File: src/rtl/lsu_mem_ctrl_if.sv
// Data-memory bus between the load/store unit (master) and memory (slave).
// Request is held until a single-cycle ack; read data is valid in the ack cycle.
interface lsu_mem_ctrl_if;
    logic        bus_req;
    logic        bus_we;
    logic [31:0] bus_addr;
    logic [31:0] bus_wdata;
    logic [3:0]  bus_be;
    logic        bus_ack;
    logic [31:0] bus_rdata;

    modport master (
        output bus_req, bus_we, bus_addr, bus_wdata, bus_be,
        input  bus_ack, bus_rdata
    );

    modport slave (
        input  bus_req, bus_we, bus_addr, bus_wdata, bus_be,
        output bus_ack, bus_rdata
    );
endinterface

File: src/rtl/lsu_mem_ctrl.sv
// Load/store unit: datapath memory port to req/ack bus, with byte lanes and load extension.
// Latency: accept -> BUSY until ack -> RESP retire cycle (min 2 stall cycles); stall holds the core meanwhile.
// Backpressure: memory stretches BUSY by withholding ack; LSU_TIMEOUT_EN adds an abort after TIMEOUT_CYCLES.
module lsu_mem_ctrl #(
    parameter int TIMEOUT_CYCLES = 255,
    parameter int CNT_W          = 8
) (
    input  logic                 clk,
    input  logic                 reset,
    input  logic                 mem_rd,
    input  logic                 mem_wr,
    input  logic [2:0]           funct3,
    input  logic [31:0]          addr,
    input  logic [31:0]          wdata,
    output logic [31:0]          rdata,
    output logic                 stall,
    output logic                 fault,
    lsu_mem_ctrl_if.master       bus
);

    if (TIMEOUT_CYCLES >= (1 << CNT_W)) begin : g_bad_cnt_w
        $error("CNT_W too narrow for TIMEOUT_CYCLES");
    end

    typedef enum logic [1:0] {IDLE, BUSY, RESP} state_t;

    state_t      state;
    logic [1:0]  off_q;
    logic [2:0]  f3_q;
    logic        we_q;

    logic        start;
    logic        is_st;
    logic        size_ok;
    logic        align_ok;
    logic        legal;
    logic [3:0]  be_n;
    logic [31:0] wd_n;
    logic [31:0] lane;
    logic [31:0] fmt;

`ifdef LSU_TIMEOUT_EN
    logic [CNT_W-1:0] cnt;
    logic [CNT_W-1:0] cnt_inc;
    logic             to_q;
    assign cnt_inc = cnt + 1'b1;
`endif

    // A simultaneous rd+wr is decoded as a store.
    always_comb begin
        start    = mem_rd | mem_wr;
        is_st    = mem_wr;
        size_ok  = is_st ? (funct3 inside {3'b000, 3'b001, 3'b010})
                         : (funct3 inside {3'b000, 3'b001, 3'b010, 3'b100, 3'b101});
        align_ok = 1'b1;
        if (funct3[1:0] == 2'b01)
            align_ok = ~addr[0];
        else if (funct3[1:0] == 2'b10)
            align_ok = (addr[1:0] == 2'b00);
        legal    = size_ok & align_ok;

        be_n = 4'b1111;
        wd_n = wdata;
        case (funct3[1:0])
            2'b00: begin
                be_n = 4'b0001 << addr[1:0];
                wd_n = {4{wdata[7:0]}};
            end
            2'b01: begin
                be_n = 4'b0011 << addr[1:0];
                wd_n = {2{wdata[15:0]}};
            end
            default: ;
        endcase

        lane = bus.bus_rdata >> {off_q, 3'b000};
        case (f3_q)
            3'b000:  fmt = {{24{lane[7]}}, lane[7:0]};
            3'b001:  fmt = {{16{lane[15]}}, lane[15:0]};
            3'b100:  fmt = {24'd0, lane[7:0]};
            3'b101:  fmt = {16'd0, lane[15:0]};
            default: fmt = lane;
        endcase
    end

    assign stall = ((state == IDLE) & start & legal) | (state == BUSY);
`ifdef LSU_TIMEOUT_EN
    assign fault = ((state == IDLE) & start & ~legal) | to_q;
`else
    assign fault = (state == IDLE) & start & ~legal;
`endif

    always_ff @(posedge clk) begin
        if (reset) begin
            state         <= IDLE;
            rdata         <= 32'd0;
            bus.bus_req   <= 1'b0;
            bus.bus_we    <= 1'b0;
            bus.bus_addr  <= 32'd0;
            bus.bus_wdata <= 32'd0;
            bus.bus_be    <= 4'd0;
            off_q         <= 2'd0;
            f3_q          <= 3'd0;
            we_q          <= 1'b0;
`ifdef LSU_TIMEOUT_EN
            cnt           <= '0;
            to_q          <= 1'b0;
`endif
        end else begin
`ifdef LSU_TIMEOUT_EN
            to_q <= 1'b0;
`endif
            case (state)
                IDLE: begin
                    if (start && legal) begin
                        bus.bus_req   <= 1'b1;
                        bus.bus_we    <= is_st;
                        bus.bus_addr  <= {addr[31:2], 2'b00};
                        bus.bus_be    <= is_st ? be_n : 4'b0000;
                        bus.bus_wdata <= wd_n;
                        off_q         <= addr[1:0];
                        f3_q          <= funct3;
                        we_q          <= is_st;
`ifdef LSU_TIMEOUT_EN
                        cnt           <= '0;
`endif
                        state         <= BUSY;
                    end else if (start && !is_st) begin
                        rdata <= 32'd0;
                    end
                end
                BUSY: begin
                    if (bus.bus_ack) begin
                        bus.bus_req <= 1'b0;
                        if (!we_q)
                            rdata <= fmt;
                        state <= RESP;
                    end
`ifdef LSU_TIMEOUT_EN
                    else if (cnt_inc == CNT_W'(TIMEOUT_CYCLES)) begin
                        bus.bus_req <= 1'b0;
                        if (!we_q)
                            rdata <= 32'd0;
                        to_q  <= 1'b1;
                        state <= RESP;
                    end else begin
                        cnt <= cnt_inc;
                    end
`endif
                end
                RESP:    state <= IDLE;
                default: state <= IDLE;
            endcase
        end
    end

endmodule

File: src/flat_wrapper.sv
// flat-port wrapper written by rule: the top's interface ports become plain ports
module lsu_mem_ctrl_flat 
#(
    parameter int TIMEOUT_CYCLES = 255,
    parameter int CNT_W          = 8
)
  (clk, reset, mem_rd, mem_wr, funct3, addr, wdata, rdata, stall, fault, bus_bus_req, bus_bus_we, bus_bus_addr, bus_bus_wdata, bus_bus_be, bus_bus_ack, bus_bus_rdata);
  lsu_mem_ctrl_if bus_i ();
  input  logic clk;
  input  logic reset;
  input  logic mem_rd;
  input  logic mem_wr;
  input  logic [2:0] funct3;
  input  logic [31:0] addr;
  input  logic [31:0] wdata;
  output logic [31:0] rdata;
  output logic stall;
  output logic fault;
  output wire logic [$bits(bus_i.bus_req)-1:0] bus_bus_req;
  output wire logic [$bits(bus_i.bus_we)-1:0] bus_bus_we;
  output wire logic [$bits(bus_i.bus_addr)-1:0] bus_bus_addr;
  output wire logic [$bits(bus_i.bus_wdata)-1:0] bus_bus_wdata;
  output wire logic [$bits(bus_i.bus_be)-1:0] bus_bus_be;
  input wire logic [$bits(bus_i.bus_ack)-1:0] bus_bus_ack;
  input wire logic [$bits(bus_i.bus_rdata)-1:0] bus_bus_rdata;
  assign bus_bus_req = bus_i.bus_req;
  assign bus_bus_we = bus_i.bus_we;
  assign bus_bus_addr = bus_i.bus_addr;
  assign bus_bus_wdata = bus_i.bus_wdata;
  assign bus_bus_be = bus_i.bus_be;
  assign bus_i.bus_ack = bus_bus_ack;
  assign bus_i.bus_rdata = bus_bus_rdata;
  lsu_mem_ctrl #(.TIMEOUT_CYCLES(TIMEOUT_CYCLES), .CNT_W(CNT_W)) u_core (.clk(clk), .reset(reset), .mem_rd(mem_rd), .mem_wr(mem_wr), .funct3(funct3), .addr(addr), .wdata(wdata), .rdata(rdata), .stall(stall), .fault(fault), .bus(bus_i));
endmodule
File: config.mk
export PLATFORM = sky130hd
export DESIGN_NAME = lsu_mem_ctrl_flat
export DESIGN_NICKNAME = d
export VERILOG_FILES = /design/src/rtl/lsu_mem_ctrl_if.sv /design/src/rtl/lsu_mem_ctrl.sv /design/src/flat_wrapper.sv
export SDC_FILE = /design/constraint.sdc
export NUM_CORES = 1
export LEC_CHECK = 0
export CORE_AREA = 5 5 99 119
export CTS_CLUSTER_SIZE = 12
export DETAILED_ROUTE_END_ITERATION = 10
export DIE_AREA = 0 0 104 124
export HOLD_SLACK_MARGIN = 0.12
export PLACE_DENSITY = 0.92
export SYNTH_ARGS = -nofsm -noshare
export SYNTH_HDL_FRONTEND = slang
export SYNTH_SLANG_ARGS = --single-unit
export TNS_END_PERCENT = 5
File: constraint.sdc
create_clock -name clk -period 7.4 [get_ports clk]
set_input_delay 1.85 -clock clk [delete_from_list [all_inputs] [get_ports clk]]
set_output_delay 1.85 -clock clk [all_outputs]
set_load 0.01 [all_outputs]
==> results of run 1 <==
[power by group]
group          switching, W  internal, W  leakage [nW]
clock network      0.000197     0.000253         0.141
logic              0.000134     0.000147          1.46
registers         0.0000208     0.000609         0.872
total              0.000352      0.00101          2.47
[sequential cells by signal, indices dropped and copies added (netlist names)]
register / flops
u_core.bus.bus_addr: 30
u_core.bus.bus_be: 4
u_core.bus.bus_req: 1
u_core.bus.bus_wdata: 32
u_core.bus.bus_we: 1
u_core.f3_q: 3
u_core.off_q: 2
u_core.rdata: 32
u_core.state: 2
[final cells by class]
type / instances / area (um2) / area share
clock inverters: 2 / 10.0 / 0.00145
flip-flops and latches: 107 / 2140 / 0.309
inverters: 2 / 7.51 / 0.00108
multi-input cells: 383 / 2240 / 0.324
well taps: 129 / 161 / 0.0233
clock buffers: 13 / 270 / 0.0390
repair buffers: 211 / 2090 / 0.302
[cell usage after synthesis]
master     number
buf_4           4
nor4_1          1
mux4_2          1
mux2_2          9
a22o_1          8
a211oi_2        1
nor3b_4         1
o211ai_1       11
a211oi_1        8
nand2_1       133
dfxtp_1       107
buf_6           4
nand2b_1        2
nor2_1         25
a221oi_1        1
nand4bb_1       1
a221o_1        16
or4b_1          1
nand3b_1        1
buf_2           3
o21ai_0        26
nor4bb_1        1
buf_1           3
o221ai_1        1
clkbuf_1       35
o221a_2         1
nand3_1         8
mux2i_1        31
conb_1          1
or3_1           2
a311oi_1        8
nor4b_2         1
nor2b_1         3
a21oi_1        77
a22oi_1         1
inv_1           2
nor3_1          1
[critical path: stages]
cell and delay (ns):
clkdlybuf4s50_1 0.55, nor4_1 0.86, o221ai_4 0.21, o21ai_0 0.13
clkdlybuf4s50_1 0.56
[final timing paths]
check | end | start | depth (start not counted)
min | u_core.bus.bus_be[2] | u_core.bus.bus_be[2] | 2
max | stall | addr[0] | 5
min reg2reg | u_core.bus.bus_be[2] | u_core.bus.bus_be[2] | 2
max reg2reg | u_core.rdata[25] | u_core.state[1] | 4
[routing by layer]
| layer | up-vias | part of all wire |
|---|---|---|
| met5 | - | 0 |
| met4 | 0 | 0.032 |
| met3 | 38 | 0.085 |
| met2 | 279 | 0.52 |
| met1 | 2227 | 0.37 |
| li1 | 2247 | - |
[kinds of logic (layout without fill, tap and decap cells)]
kind of cell | count (synthesis) | in the layout | share of synthesized area
other | 1 | 2 | 0.000817
flip-flops | 107 | 107 | 0.467
AO/OA/AOI/OAI | 159 | 159 | 0.220
AND/OR/NAND/NOR | 181 | 181 | 0.166
multiplexers | 41 | 41 | 0.0946
buffers and inverters | 51 | 228 | 0.0524
[through the flow]
| stage | instances | instance area, um2 | util |
|---|---|---|---|
| floorplan | 541 | 4590 | - |
| global placement | 832 | 6650 | 0.635 |
| detailed placement | 832 | 6650 | 0.635 |
| CTS | 847 | 6930 | 0.662 |
| global route | 847 | 6930 | 0.662 |
| finish | 847 | 6930 | 0.662 |
==> impl_metrics.py, run 1 <==
metrics = {
    "worst_hold_path": {
        "worstHoldPathType": "reg2reg",
    },
    "global_routing": {
        "grtUsageMet1": 0.252,
        "grt_pass1_vias": 4810,
        "grt_max_degree": 89,
        "gr-usage-met3": 0.0627,
        "antenna_found_initial": 0,
        "track_usage": 0.234,
        "use_met2": 0.428,
        "busiest_layer": "met2",
        "grt_pass1_wl_um": 24500,
        "grt_overflow": 0,
    },
    "clock_network": {
        "cts_resized": 0,
        "cts_setup_buffers": 0,
        "cts_sinks": 107,
        "clock_latency_ns": 0.34,
        "cts_hold_buffers": 0,
        "ctsLongestPathBuffers": 2,
        "htreeDepth": 3,
        "path_clk_slew_ns": 0.07,
        "cts_buffers": 9,
        "clockRootBuffer": "clkbuf_16",
        "cts_tree": "yes",
    },
    "timing": {
        "setup_viol": 0,
        "finalCritPeriodShare": 0.813,
        "setup-tns-final_ns": 0,
        "max_clock_freq_mhz": 166,
        "worst_pin_slew_ns": 1.07,
        "slew-limit-headroom": 0.287,
        "finClkSkew_ns": 0.00415,
        "final_hold_viol_count": 0,
        "slew_viol_final": 0,
        "setup_ws_ns": 1.38,
        "rsz0062_at_grt": "no",
        "hold_ws_ns": 0.458,
        "fin_crit_ns": 6.02,
    },
    "floorplan": {
        "die_y_um": 124,
        "start_util": 0.438,
        "io_pins": 208,
        "dieArea_mm2": 0.0129,
        "core_area_mm2": 0.0105,
        "fp.dieW_um": 104,
        "fp-row-count": 41,
    },
    "detailed_routing": {
        "firstDrtPassIters": 5,
        "via_count": 4791,
        "ant_nets": 0,
        "avgViaCountPerCell": 5.66,
        "drt-total-wl_um": 15500,
        "wire_per_inst_um": 18.4,
        "drc": 0,
        "drt_iter0_markers": 267,
    },
    "synthesis": {
        "yosysTopAreaCellShare": 0.467,
        "synth_area_leaders": "dfxtp_1 47%, nand2_1 11%, a21oi_1 8.4%, mux2i_1 6.8%, a221o_1 3.5%",
        "synth_cell_types": 37,
        "post_synth.cell_area_avg_um2": 8.50,
        "yosysWarnings": 0,
        "ys_seq_area_frac": 0.467,
        "synth_area_mm2": 0.00459,
        "ys_ff_latch": 107,
        "syn_inst": 540,
        "yosys.area.top_type": "dfxtp_1",
    },
    "power": {
        "power_w": 0.00136,
        "vdd_ir_drop_max_mv": 0.102,
        "power_density_mw_per_mm2": 196,
        "p_leak_nw": 2.47,
    },
    "finish": {
        "area.growth.synth_to_final_pct": 50.9,
        "final_cell_mix": "204 x clkdlybuf4s50_1, 133 x nand2_1, 107 x dfxtp_1, 77 x a21oi_1, 31 x mux2i_1",
        "layout_commonest_cell": "clkdlybuf4s50_1",
        "final_nets": 818,
        "layout-drive-gt1-share": 0.0515,
        "num_antenna_cells": 0,
        "fillers": 836,
    },
    "placed_design": {
        "gp_congestion": 0.929,
        "pre_cts_slack_ns": 1.45,
        "io_buffers": 205,
        "dpl.hpwl_um": 11700,
    },
    "setup_path": {
        "cp.arrival_ns": 4.17,
        "critPathCaptureType": "primary output",
        "path_max_fanout": 8,
        "rrSetupSlack_ns": 4.65,
        "crit_path_start_kind": "input port",
        "critical_path_required_ns": 5.55,
        "critPathKind": "in2out",
    },
    "job": {
        "max_cap_violations": 0,
    },
    "outcome": {
        "status": "completed",
    },
}
Power figures use the tool's default switching activity.
==> inputs of run 2 (changes only) <==
--- a/config.mk
+++ b/config.mk
@@ -5,12 +5,12 @@
 export SDC_FILE = /design/constraint.sdc
 export NUM_CORES = 1
 export LEC_CHECK = 0
-export CORE_AREA = 5 5 99 119
+export CORE_AREA = 5 5 107 129
 export CTS_CLUSTER_SIZE = 12
 export DETAILED_ROUTE_END_ITERATION = 10
-export DIE_AREA = 0 0 104 124
+export DIE_AREA = 0 0 112 134
 export HOLD_SLACK_MARGIN = 0.12
-export PLACE_DENSITY = 0.92
+export PLACE_DENSITY = 0.84
 export SYNTH_ARGS = -nofsm -noshare
 export SYNTH_HDL_FRONTEND = slang
 export SYNTH_SLANG_ARGS = --single-unit
==> constraint.sdc (replaced) <==
create_clock -name clk -period 5.4 [get_ports clk]
set_input_delay 1.35 -clock clk [delete_from_list [all_inputs] [get_ports clk]]
set_output_delay 1.35 -clock clk [all_outputs]
set_load 0.01 [all_outputs]
==> run 2 against run 1 <==
Non-clock buffer count is 2 higher; die area is 16% higher; utilization shrank 10 points; flip-flop and latch count is the same; total power rose by 39%; register-to-register slack worse by 1.9 ns; hold slack got worse by 0.0061 ns; critical path depth is the same; clock power is 44% higher.
==> impl_metrics.py, run 2 (synthesized netlist as in run 1, its figures left out) <==
metrics = {
    "floorplan": {
        "fp-row-count": 45,
        "fp.dieW_um": 112,
        "start_util": 0.369,
        "io_pins": 208,
        "die_y_um": 134,
        "core_area_mm2": 0.0124,
        "dieArea_mm2": 0.0150,
    },
    "finish": {
        "num_antenna_cells": 0,
        "final_cell_mix": "204 x clkdlybuf4s50_1, 133 x nand2_1, 107 x dfxtp_1, 77 x a21oi_1, 31 x mux2i_1",
        "layout-drive-gt1-share": 0.0529,
        "fillers": 1106,
        "fin_area_mm2": 0.00699,
        "area.growth.synth_to_final_pct": 52.3,
        "top_regs": "u_core.bus.bus_wdata x32, u_core.rdata x32, u_core.bus.bus_addr x30",
        "layout_commonest_cell": "clkdlybuf4s50_1",
        "final_nets": 820,
    },
    "global_routing": {
        "grt_pass1_vias": 4407,
        "gr-usage-met3": 0.0677,
        "grt_max_degree": 89,
        "antenna_found_initial": 0,
        "use_met2": 0.324,
        "grt_overflow": 0,
        "track_usage": 0.187,
        "grt_pass1_wl_um": 22800,
        "busiest_layer": "met2",
        "grtUsageMet1": 0.211,
    },
    "detailed_routing": {
        "wire_per_inst_um": 16.5,
        "avgViaCountPerCell": 5.13,
        "drc": 0,
        "drt-total-wl_um": 14600,
        "firstDrtPassIters": 4,
        "drt_iter0_markers": 262,
        "ant_nets": 0,
        "via_count": 4528,
    },
    "setup_path": {
        "cp-startpoint": "mem_wr",
        "crit_path_start_kind": "input port",
        "r2r-start": "u_core.off_q[0]",
        "path_max_fanout": 10,
        "r2r_cells": 5,
        "timing.rr.end": "u_core.rdata[18]",
        "critPathKind": "in2out",
        "endpoint": "stall",
        "critical_path_required_ns": 4.05,
        "rrSetupSlack_ns": 2.77,
        "critPathCaptureType": "primary output",
        "cp.arrival_ns": 3.52,
    },
    "power": {
        "p_sw_frac": 0.259,
        "p_comb_frac": 0.202,
        "clock_power_share": 0.344,
        "p_leak_nw": 2.48,
        "cellInternalPower_w": 0.00140,
        "power_density_mw_per_mm2": 270,
        "p_seq_frac": 0.455,
        "p_sw_w": 0.000489,
        "vdd_ir_drop_max_mv": 0.186,
    },
    "timing": {
        "slew-limit-headroom": 0.275,
        "rsz0062_at_grt": "no",
        "fin_crit_ns": 4.87,
        "max_clock_freq_mhz": 205,
        "setup-tns-final_ns": 0,
        "finalCritPeriodShare": 0.903,
        "final_hold_viol_count": 0,
        "worst_pin_slew_ns": 1.09,
        "slew_viol_final": 0,
        "finClkSkew_ns": 0.00733,
        "setup_viol": 0,
    },
    "placed_design": {
        "dpl-instance-area_mm2": 0.00670,
        "io_buffers": 205,
        "gp_congestion": 0.821,
        "dpl.hpwl_um": 10700,
    },
    "outcome": {
        "status": "completed",
    },
    "clock_network": {
        "cts_tree": "yes",
        "clock_latency_ns": 0.35,
        "path_clk_slew_ns": 0.06,
        "htreeDepth": 3,
        "cts_buffers": 9,
        "cts_resized": 0,
        "clockRootBuffer": "clkbuf_16",
        "cts_sinks": 107,
        "ctsLongestPathBuffers": 2,
        "cts_setup_buffers": 0,
        "cts_hold_buffers": 0,
    },
    "worst_hold_path": {
        "worstHoldPathType": "reg2reg",
    },
    "job": {
        "max_cap_violations": 0,
    },
}
-- run 2: cell count changes in the layout (fill, tap and decap cells not counted) --
cell	delta
bufinv_16	+1
clkbuf_8	-2
buf_4	+2
-- run 2: final cells by class --
type                       count  area, um2  area share
clock buffer                  11        243      0.0347
clock inverter                 3       40.0     0.00573
inverter                       2       7.51     0.00107
multi-input combinational    383       2240       0.321
sequential                   107       2140       0.307
tap                          164        205      0.0294
timing repair buffer         213       2110       0.302
-- run 2: worst min-delay path by stage --
| stage | from | depth (start not counted) | end |
|---|---|---|---|
| 2_1_floorplan | u_core.f3_q[2] | 2 | u_core.f3_q[2] |
| 5_1_grt | u_core.bus.bus_wdata[2] | 2 | u_core.bus.bus_wdata[2] |
| 4_1_cts | u_core.bus.bus_addr[28] | 2 | u_core.bus.bus_addr[28] |
| 3_5_place_dp | u_core.bus.bus_addr[28] | 2 | u_core.bus.bus_addr[28] |
| 3_3_place_gp | u_core.bus.bus_be[0] | 2 | u_core.bus.bus_be[0] |
| 6_report | u_core.bus.bus_addr[7] | 2 | u_core.bus.bus_addr[7] |
-- run 2: power by group through the flow --
stage               registers, W  logic [W]  clock network, W
global route            0.000865   0.000414          0.000693
detailed placement      0.000878   0.000382                 0
floorplan               0.000893   0.000159                 0
finish                  0.000859   0.000381          0.000650
CTS                     0.000860   0.000383          0.000668
global placement        0.000876   0.000377                 0
-- run 2: layer usage --
layer	up-vias	wire length, um
li1	2244	-
met4	0	390
met3	26	1370
met1	2087	5670
met5	-	0
met2	171	7150
-- run 2: stage by stage --
step           cells  utilization  total power (W)  hold slack, ns  worst slack (ns)
2_1_floorplan    541            -          0.00105           0.445              1.26
4_1_cts          883        0.561          0.00191           0.455             0.512
3_3_place_gp     869        0.539          0.00125           0.438             0.634
6_report         883        0.561          0.00189           0.452             0.526
3_5_place_dp     869        0.539          0.00126           0.446             0.520
5_1_grt          883        0.561          0.00197           0.469             0.333
-- run 2: worst max-delay path, cell delays in order --
cell and delay (ns):
clkdlybuf4s50_1 0.61, a221oi_1 0.70, o221ai_4 0.18, o21ai_0 0.12, clkdlybuf4s50_1 0.56
==> inputs of run 3 (changes only) <==
--- a/config.mk
+++ b/config.mk
@@ -6,7 +6,7 @@
 export NUM_CORES = 1
 export LEC_CHECK = 0
 export CORE_AREA = 5 5 107 129
-export CTS_CLUSTER_SIZE = 12
+export CTS_CLUSTER_SIZE = 28
 export DETAILED_ROUTE_END_ITERATION = 10
 export DIE_AREA = 0 0 112 134
 export HOLD_SLACK_MARGIN = 0.12
==> results of run 3 <==
The final DEF is identical to that of run 2; final timing and power are the same.
